## src/rtl/bus_serial_bridge.sv

```systemverilog
// Bridge from a parallel request/response port to an 8-bit framed pad bus:
// CMD, ADDR bytes, optional WDATA bytes, ack-driven WAIT, optional RDATA bytes.
module bus_serial_bridge #(
  parameter int ADDR_BYTES = 4,
  parameter int DATA_BYTES = 4,
  parameter int WAIT_MAX   = 15
) (
  input  logic                    clk,
  input  logic                    rst,
  input  logic                    req_valid,
  output logic                    req_ready,
  input  logic                    req_write,
  input  logic [8*ADDR_BYTES-1:0] req_addr,
  input  logic [8*DATA_BYTES-1:0] req_wdata,
  output logic                    rsp_valid,
  input  logic                    rsp_ready,
  output logic [8*DATA_BYTES-1:0] rsp_rdata,
  output logic                    rsp_timeout,
  output logic [7:0]              pad_out,
  output logic [7:0]              pad_oe,
  input  logic [7:0]              pad_in,
  input  logic                    pad_ack,
  output logic                    frame
);

  localparam int AW   = 8 * ADDR_BYTES;
  localparam int DW   = 8 * DATA_BYTES;
  localparam int MAXB = (ADDR_BYTES > DATA_BYTES) ? ADDR_BYTES : DATA_BYTES;
  localparam int BCW  = (MAXB > 1) ? $clog2(MAXB) : 1;
  localparam int WCW  = (WAIT_MAX > 0) ? $clog2(WAIT_MAX + 1) : 1;

  localparam logic [BCW-1:0] ADDR_LAST = BCW'(ADDR_BYTES - 1);
  localparam logic [BCW-1:0] DATA_LAST = BCW'(DATA_BYTES - 1);
  localparam logic [WCW-1:0] WAIT_LAST = WCW'((WAIT_MAX > 0) ? WAIT_MAX - 1 : 0);
  localparam logic [2:0]     DLEN      = 3'(DATA_BYTES - 1);

  typedef enum logic [2:0] {
    S_IDLE, S_CMD, S_ADDR, S_WDATA, S_WAIT, S_RDATA, S_DONE
  } state_t;

  state_t          r_state;
  state_t          w_state_next;
  logic [BCW-1:0]  r_byte;
  logic [WCW-1:0]  r_wait;
  logic            r_write;
  logic [AW-1:0]   r_addr;
  logic [DW-1:0]   r_wdata;
  logic [DW-1:0]   r_rdata;
  logic            r_timeout;

  logic            w_accept;
  logic            w_byte_run;
  logic            w_wait_run;
  logic            w_wait_expire;
  logic [7:0]      w_addr_byte;
  logic [7:0]      w_wdata_byte;

  assign w_accept      = (r_state == S_IDLE) && req_valid;
  assign w_byte_run    = (w_state_next == r_state) &&
                         ((r_state == S_ADDR) || (r_state == S_WDATA) || (r_state == S_RDATA));
  assign w_wait_run    = (r_state == S_WAIT) && (w_state_next == S_WAIT);
  // A zero WAIT_MAX never expires, so WAIT only ends on ack.
  assign w_wait_expire = (WAIT_MAX != 0) && (r_wait == WAIT_LAST);

  always_ff @(posedge clk or posedge rst) begin
    if (rst) begin
      r_state <= S_IDLE;
    end else begin
      r_state <= w_state_next;
    end
  end

  always_comb begin
    w_state_next = r_state;
    case (r_state)
      S_IDLE:  if (req_valid) w_state_next = S_CMD;
      S_CMD:   w_state_next = S_ADDR;
      S_ADDR:  if (r_byte == ADDR_LAST) w_state_next = r_write ? S_WDATA : S_WAIT;
      S_WDATA: if (r_byte == DATA_LAST) w_state_next = S_WAIT;
      S_WAIT: begin
        if (pad_ack) begin
          w_state_next = r_write ? S_DONE : S_RDATA;
        end else if (w_wait_expire) begin
          w_state_next = S_DONE;
        end
      end
      S_RDATA: if (r_byte == DATA_LAST) w_state_next = S_DONE;
      S_DONE:  if (rsp_ready) w_state_next = S_IDLE;
      default: w_state_next = S_IDLE;
    endcase
  end

  always_comb begin
    w_addr_byte = '0;
    for (int k = 0; k < ADDR_BYTES; k++) begin
      if (r_byte == BCW'(k)) w_addr_byte = r_addr[8*k +: 8];
    end
  end

  always_comb begin
    w_wdata_byte = '0;
    for (int k = 0; k < DATA_BYTES; k++) begin
      if (r_byte == BCW'(k)) w_wdata_byte = r_wdata[8*k +: 8];
    end
  end

  always_comb begin
    req_ready = 1'b0;
    rsp_valid = 1'b0;
    frame     = 1'b0;
    pad_oe    = 8'h00;
    pad_out   = 8'h00;
    case (r_state)
      S_IDLE:  req_ready = 1'b1;
      S_CMD: begin
        frame   = 1'b1;
        pad_oe  = 8'hFF;
        pad_out = {r_write, 4'b0000, DLEN};
      end
      S_ADDR: begin
        frame   = 1'b1;
        pad_oe  = 8'hFF;
        pad_out = w_addr_byte;
      end
      S_WDATA: begin
        frame   = 1'b1;
        pad_oe  = 8'hFF;
        pad_out = w_wdata_byte;
      end
      S_WAIT, S_RDATA: frame = 1'b1;
      S_DONE:  rsp_valid = 1'b1;
      default: ;
    endcase
  end

  always_ff @(posedge clk or posedge rst) begin
    if (rst) begin
      r_byte    <= '0;
      r_wait    <= '0;
      r_write   <= 1'b0;
      r_addr    <= '0;
      r_wdata   <= '0;
      r_rdata   <= '0;
      r_timeout <= 1'b0;
    end else begin
      r_byte <= w_byte_run ? r_byte + BCW'(1) : '0;
      r_wait <= w_wait_run ? r_wait + WCW'(1) : '0;
      if (w_accept) begin
        r_write   <= req_write;
        r_addr    <= req_addr;
        r_wdata   <= req_wdata;
        r_rdata   <= '0;
        r_timeout <= 1'b0;
      end
      if (r_state == S_RDATA) begin
        for (int k = 0; k < DATA_BYTES; k++) begin
          if (r_byte == BCW'(k)) r_rdata[8*k +: 8] <= pad_in;
        end
      end
      // Ack on the expiring edge takes priority over the timeout.
      if ((r_state == S_WAIT) && !pad_ack && w_wait_expire) r_timeout <= 1'b1;
    end
  end

  assign rsp_rdata   = r_rdata;
  assign rsp_timeout = r_timeout;

endmodule

```

## config.mk

```make
export PLATFORM = sky130hd
export DESIGN_NAME = bus_serial_bridge
export DESIGN_NICKNAME = d
export VERILOG_FILES = /design/src/rtl/bus_serial_bridge.sv
export SDC_FILE = /design/constraint.sdc
export NUM_CORES = 1
export LEC_CHECK = 0
export CAP_MARGIN = 20
export CORE_AREA = 2 2 112 92
export DETAILED_ROUTE_END_ITERATION = 8
export DIE_AREA = 0 0 114 94
export GPL_TIMING_DRIVEN = 0
export HOLD_SLACK_MARGIN = 0.05
export PLACE_DENSITY = 0.83
export SYNTH_ARGS = -nofsm -noshare
export SYNTH_HDL_FRONTEND = slang
export SYNTH_SLANG_ARGS = --single-unit
```

## constraint.sdc

```tcl
create_clock -name clk -period 10 [get_ports clk]
set_input_delay 3 -clock clk [delete_from_list [all_inputs] [get_ports clk]]
set_output_delay 3 -clock clk [all_outputs]
set_load 0.01 [all_outputs]
```

# Yosys cells after proc, flatten, opt, wreduce, memory -nomap -nowiden
# Cells that the tools add are included.
word_totals:
  regBits: 107
  input_bits: 78
  word_cells: 68
op_classes:
  add_sub_neg: 2
  eq_ne: 12
  muxes: 33
  n_reduce_logical: 13
op_table:
  columns: ["cell", "n"]
  rows:
  - ["$mux 8", 13]
  - ["$mux 32", 2]
  - ["$mux 3", 8]
  - ["$pmux 8 s3", 1]
  - ["$pmux 3 s7", 1]
  - ["$eq 3x3->1 const B", 4]
  - ["$eq 3x2->1 const B", 2]
  - ["$logic_and 1x1->1", 5]
  - ["$mux 1", 5]
  - ["$reduce_or 5->1", 1]
  - ["$add 4x1->4 const B", 1]
  - ["$eq 2x2->1 const B", 2]
  - ["$eq 4x4->1 const B", 1]
  - ["$mux 2", 2]
  - ["$mux 4", 1]
  - ["$eq 3x1->1 const B", 1]
  - ["$eq 3x3->1", 1]
  - ["$logic_not 3->1", 1]
  - ["$reduce_or 3->1", 1]
  - ["$add 2x1->2 const B", 1]
  - ["$eq 2x1->1 const B", 1]
  - ["$logic_not 2->1", 1]
  - ["$logic_or 1x1->1", 2]
  - ["$reduce_bool 2->1", 1]
  - ["$logic_not 1->1", 1]

# Longest topological paths before layout
# Gate-level depths: netlist (run 1).
logic_depth:
  ltp_word: 7
  ltp_mapped: 7
  mapped_depth_nobuf: 6

# Worst setup path before layout (run 1)
# OpenSTA, ideal clock, no wires.
synth_path:
  path_type: "reg-to-output"
  from: "register r_byte[0]"
  to: "output pad_out[0]"
  arrival_time_ns: 1.654
  required_ns: 7.000
  path_slack_ns: 5.346
  path_stages_with_launch: 8
  path_cell_list: "dfrtp_1 > inv_1 > ha_1 > nor2b_1 > clkbuf_1 > a31oi_1 > and3_1 > o32ai_1"
synth_between:
  elab_chain_len: 6
synth_lines:
  columns: ["item", "line", "source"]
  rows:
  - ["start: declaration", "43", "logic [BCW-1:0] r_byte;"]
  - ["start signal: assignment", "146", "r_byte <= w_byte_run ? r_byte + BCW'(1) : '0;"]
  - ["$logic_not 2->1", "96, 103", null]
  - ["$mux 8, on equally long branches (4 in a row)", "103, 96", null]
  - ["$pmux 8 s3 (*)", "113", "case (r_state)"]
  - ["end: declaration", "19", "output logic [7:0] pad_out,"]
# Mark *: on every way between the ends. The rest lies on a longest branch, timed or not.

# Final worst setup path (run 1)
layout_path:
  from: "register r_byte[0]"
  to: "output pad_out[1]"
# The elaborated chain is that of the path after synthesis.

==> impl_metrics.ini, run 1 <==
[run_status]
status = finished, final reports clean

[timing]
period_needed_ps = 5910
setup_slack_ps = 4090
finalMaxSlewViolations = 0
tightest_slew_ps = 611
maxSlewHeadroom = 0.592
finalSetupTns_ps = 0
skew_ps = 4.33
fmax_mhz = 169
finalSetupViolCount = 0
grt_setup_unrepaired = no
post-route-period-util = 0.591
finalHoldViolCount = 0

[synth]
yosysMostFrequentCell = dfrtp_1
synthMuxAreaShare = 0.182
synthCells = 388
synth.largest_area_cell = dfrtp_1
avgSynthCellArea_um2 = 12.8
async_flop_share = 1.00
ys_seq_area_frac = 0.538
synth_compound_area_frac = 0.129
synth_xor_area_frac = 0.00352
synth_top_family_by_area = multiplexers
synth_nets = 472
ys_ff_latch = 107
ys_types = 40
synth_flop_cell = dfrtp_1
synth.area.top_cells = dfrtp_1, mux2_2, a22o_1
yosys.area_share.simple = 0.0818
synthAdderAreaFrac = 0.0151
synth_area_um2 = 4970
synth_edf_count = 0
yosys_warnings = 0
yosysTopAreaCellShare = 0.538
synth_commonest_cells = dfrtp_1, mux2_2, a22o_1

[worst_setup_path]
cpMaxStageDelayCell = clkdlybuf4s50_1
path_class = reg2out
path_cells = inv_1, ha_1, nor2b_1, clkbuf_1, a31oi_1, and3_1, o32ai_1, clkdlybuf4s50_1
critPathRequiredTime_ps = 7000
start_kind = flop
worstSetupEndpointType = output pin
crit_path_max_fanout = 9
crit_buf_inv = 3
slowest_delay_ps = 620
path_delay_family = buffers and inverters
arrival_ps = 2910

[grt]
track_usage = 0.246
grt_overflow = 0
first_global_vias = 3813
grt_max_degree = 68
antenna_found_initial = 0
grt_pass1_wl_mm = 19.9

[power_and_ir_drop]
p_total_mw = 1.93
p_per_area_nw_per_um2 = 288
p_leak_nw = 2.92
irDropWorstVdd_v = 0.000142

[cells_and_area]
fin_nets = 613
drive_gt1_frac = 0.217
antenna_cells = 0
area_delta_synth_final_pct = 35.1

[cts]
post_cts_resized = 0
hold_buffers = 0
clkLatencyLatePin_ps = 340
clk_pin_slew_ps = 70
cts_sinks = 107
cts_made_buffers = 9
ctsHtreeMaxLevel = 3
postCtsSetupRepairBufs = 0
cts.path.max_buffers = 2
cts_tree = done
cts-root-buf = clkbuf_16

[job]
maxCapViolCount = 0

[place]
hpwl_mm = 9.44
place_congestion = 0.807
post-place-ws_ps = 4480
numPortBuffers = 129

[routing]
wire_per_inst_um = 19.4
first_pass_iters = 5
via_count = 3720
detail-route-antenna-nets = 0
drc = 0
wirelength_mm = 12.7
routed_via_density = 5.70
drtIter0Drc = 290

[floorplanning]
fp.dieW_um = 114
die-area_um2 = 10700
io_pins = 130
initial_utilization = 0.522
rows = 32
die_h_um = 94
core_um2 = 9530

[worst_hold_path]
hp-class = reg2reg
cell usage in the layout (no fill, tap or decap), types with 5 or more instances in the layout:
cell type | Yosys | final
clkdlybuf4s50_1 | 0 | 129
dfrtp_1 | 107 | 107
mux2_2 | 59 | 59
a22o_1 | 32 | 32
nand2_1 | 17 | 17
buf_4 | 15 | 15
mux2_4 | 10 | 10
nor2_1 | 9 | 9
mux2i_1 | 9 | 9
nor2b_1 | 9 | 9
o21ai_0 | 9 | 9
a21oi_1 | 9 | 9
clkbuf_16 | 0 | 9
clkbuf_1 | 8 | 8
buf_2 | 7 | 7
and3_1 | 7 | 7
o32ai_1 | 7 | 7
inv_1 | 7 | 6
nand3_1 | 6 | 6
a21o_1 | 6 | 6
ha_1 | 6 | 6
a31oi_1 | 5 | 5
and3b_1 | 5 | 5
a221oi_1 | 5 | 5
layer usage:
layer	global-route usage	wire length (um)	share of wire	vias up
li1	-	-	-	1693
met1	0.330	5660	0.45	1881
met4	0.0691	163	0.013	0
met2	0.403	6160	0.49	132
met5	0	0	0	-
met3	0.0555	673	0.053	14
final cells by class:
cell class / count / area [um2]
fill: 699 / 2810
sequential: 107 / 2680
multi-input combinational: 240 / 2040
timing repair buffer: 130 / 1320
clock buffer: 9 / 225
buffer: 34 / 225
tap: 119 / 149
clock inverter: 7 / 51.3
inverter: 7 / 28.8
power by group:
group / total (mW) / switching (mW) / internal, mW
Clock: 0.333 / 0.162 / 0.171
Combinational: 0.908 / 0.409 / 0.500
Sequential: 0.693 / 0.0995 / 0.593
path summary, 6_finish.rpt:
path	startpoint	endpoint	slack, ps	cells after the start
worst max register to register	r_state[0]$_DFF_PP0_	rsp_rdata[1]$_DFF_PP0_	8150	6
min in group asynchronous	rst	rsp_rdata[14]$_DFF_PP0_	3050	2
worst min register to register	r_byte[0]$_DFF_PP0_	r_byte[0]$_DFF_PP0_	500	1
worst max-delay path	r_byte[0]$_DFF_PP0_	pad_out[1]	4090	8
max in group asynchronous	rst	r_wdata[25]$_DFFE_PP0P_	6250	3
worst min-delay path	r_byte[0]$_DFF_PP0_	r_byte[0]$_DFF_PP0_	500	1
per-stage QoR:
stage,instance area (um2),utilization,instances,hold slack (ps)
global placement,6410,0.673,636,467
detailed placement,6440,0.676,637,483
finish,6720,0.705,653,500
floorplan,4970,-,388,453
CTS,6720,0.705,653,503
global route,6720,0.705,653,515
sequential cells by signal, summed over array words and instances, names as in the netlist:
signal       cells
rsp_timeout      1
r_state          3
r_write          1
r_byte           2
r_addr          32
rsp_rdata       32
r_wait           4
r_wdata         32
logic make-up (layout without fill, tap and decap cells):
kind of cell	Yosys count	after routing
buf+inv	41	187
flops	107	107
mux	78	78
simple gates	69	69
compound gates	85	85
xor+xnor	2	2
fa+ha+maj	6	6
Note: power is estimated with default switching activity, not from simulation.
==> run 2: changes to the inputs <==
Settings changed: CORE_AREA 2 2 112 92 to 2 2 122 101, DIE_AREA 0 0 114 94 to 0 0 124 103, PLACE_DENSITY 0.83 to 0.73.
Clock period 10 ns to 4.9 ns, I/O delays scaled along.
==> run 2 against run 1 <==
  * Flip-flop and latch count is the same
  * Via count shrank 3.0%
  * Clock skew grew 0.51 ps
  * Hold slack lost 6.0 ps
  * Non-clock buffer count is the same
  * Combinational power grew 100%
  * Sequential power grew 100%
==> impl_metrics.ini, run 2 (synthesis results as in run 1) <==
[power_and_ir_drop]
irDropWorstVdd_v = 0.000290
p_sw_mw = 1.34
power_frac_seq = 0.356
p_sw_frac = 0.338
p_int_mw = 2.63
p_leak_nw = 2.92
p_per_area_nw_per_um2 = 586
pwr-share-comb = 0.463
p_clk_frac = 0.181

[timing]
tightest_slew_ps = 639
finalHoldViolCount = 0
skew_ps = 4.84
post-route-period-util = 0.894
setup_slack_ps = 518
fmax_mhz = 228
finalMaxSlewViolations = 0
maxSlewHeadroom = 0.574
finalSetupTns_ps = 0
finalSetupViolCount = 0
grt_setup_unrepaired = no
period_needed_ps = 4380
hold-worst-slack_ps = 494

[worst_setup_path]
cpMaxStageDelayCell = clkdlybuf4s50_1
slowest_delay_ps = 540
start_kind = flop
reg2reg_depth = 7
path_cells = inv_1, ha_1, nor2b_1, clkbuf_1, a221oi_1, o32ai_1, a21o_1, clkdlybuf4s50_1
worstSetupEndpointType = output pin
arrival_ps = 2910
rrSetupSlack_ps = 3050
path_class = reg2out
critPathRequiredTime_ps = 3430
crit_path_max_fanout = 9

[grt]
first_global_vias = 3714
grt_max_degree = 59
antenna_found_initial = 0
grt_pass1_wl_mm = 19.3
grt_overflow = 0
track_usage = 0.201

[cells_and_area]
area_delta_synth_final_pct = 36.3
fin_util = 0.579
layout_commonest_cell = clkdlybuf4s50_1
drive_gt1_frac = 0.213
fill_cells = 977
antenna_cells = 0
fin_nets = 613
fin_cells = 686
final_cell_mix = clkdlybuf4s50_1, dfrtp_1, mux2_2, a22o_1, nand2_1

[floorplanning]
die_h_um = 103
fp.dieW_um = 124
initial_utilization = 0.425
rows = 36
io_pins = 130
die-area_um2 = 12800
core_um2 = 11700

[worst_hold_path]
hp-class = reg2reg
hold_depth = 1

[routing]
first_pass_iters = 4
routed_via_density = 5.26
drc = 0
detail-route-antenna-nets = 0
wirelength_mm = 12.6
drtIter0Drc = 186
via_count = 3610
wire_per_inst_um = 18.4

[cts]
clk_pin_slew_ps = 70
cts_tree = done
cts_sinks = 107
cts.path.max_buffers = 2
cts-root-buf = clkbuf_16
cts_made_buffers = 9
hold_buffers = 0
ctsHtreeMaxLevel = 3
clkLatencyLatePin_ps = 340
postCtsSetupRepairBufs = 0
post_cts_resized = 0

[place]
post-place-ws_ps = 930
place_congestion = 0.865
dp.cells = 670
hpwl_mm = 9.35
numPortBuffers = 129

[run_status]
status = finished, final reports clean

[job]
maxCapViolCount = 0
[run 2: cell types whose count changed in the layout (fill, tap and decap cells not counted), sizes merged]
| cell | change |
|---|---|
| inv | -1 |
| bufinv | +1 |
| clkbuf | +2 |
| clkinvlp | -1 |
| clkinv | -1 |
[run 2: cell type report]
type / count / area (um2) / area share
sequential: 107 / 2680 / 0.395
multi-input combinational: 240 / 2040 / 0.302
timing repair buffer: 130 / 1320 / 0.195
clock buffer: 11 / 233 / 0.0343
buffer: 34 / 225 / 0.0332
tap: 152 / 190 / 0.0281
clock inverter: 5 / 60.1 / 0.00886
inverter: 7 / 28.8 / 0.00425
[run 2: routing by layer]
metal	track usage	up-vias	part of all wire
met5	0	-	0
met4	0.0735	0	0.011
met1	0.279	1788	0.45
met3	0.0437	10	0.065
met2	0.312	120	0.47
li1	-	1692	-
[run 2: worst paths after layout]
| check | startpoint | to |
|---|---|---|
| min in group asynchronous | rst | rsp_rdata[12]$_DFF_PP0_ |
| hold reg to reg | r_wait[0]$_DFF_PP0_ | r_wait[0]$_DFF_PP0_ |
| hold / removal | r_wait[0]$_DFF_PP0_ | r_wait[0]$_DFF_PP0_ |
| setup reg to reg | r_byte[0]$_DFF_PP0_ | rsp_rdata[18]$_DFF_PP0_ |
| max in group asynchronous | rst | r_addr[5]$_DFFE_PP0P_ |
| setup / recovery | r_byte[0]$_DFF_PP0_ | pad_out[5] |
[run 2: through the flow]
| step | instance area (um2) | power [mW] |
|---|---|---|
| floorplan | 4970 | 2.55 |
| global placement | 6450 | 3.19 |
| detailed placement | 6480 | 3.26 |
| CTS | 6780 | 4.00 |
| global route | 6780 | 4.21 |
| finish | 6780 | 3.97 |
[run 2: critical path, delay by kind of cell (launching register included)]
kind / cells / cell delay [ps]
buf+inv: 3 / 1030
compound gates: 3 / 680
simple gates: 1 / 170
flops: 1 / 410
fa+ha+maj: 1 / 280
[run 2: power by group through the flow]
stage               clock network, mW  registers [mW]  logic (mW)
floorplan                           0            1.37        1.18
global placement                    0            1.41        1.79
detailed placement                  0            1.42        1.84
CTS                             0.740            1.41        1.85
global route                    0.778            1.45        1.98
finish                          0.720            1.41        1.84
==> run 3: changes to the inputs <==
--- a/config.mk
+++ b/config.mk
@@ -9,2 +9,3 @@
 export CORE_AREA = 2 2 122 101
+export CTS_CLUSTER_SIZE = 10
 export DETAILED_ROUTE_END_ITERATION = 8
--- a/constraint.sdc
+++ b/constraint.sdc
@@ -3,2 +3,2 @@
 set_output_delay 1.47 -clock clk [all_outputs]
-set_load 0.01 [all_outputs]
+set_load 0.05 [all_outputs]
==> results of run 3 <==
Same layout as run 2 (identical final DEF). Status: finished, final reports clean.
Among the figures that moved: setup slack after placement 930 ps -> 663 ps; setup slack after layout 518 ps -> 251 ps; total power 3.97 mW -> 4.44 mW; worst IR drop on VDD 0.000290 V -> 0.000380 V
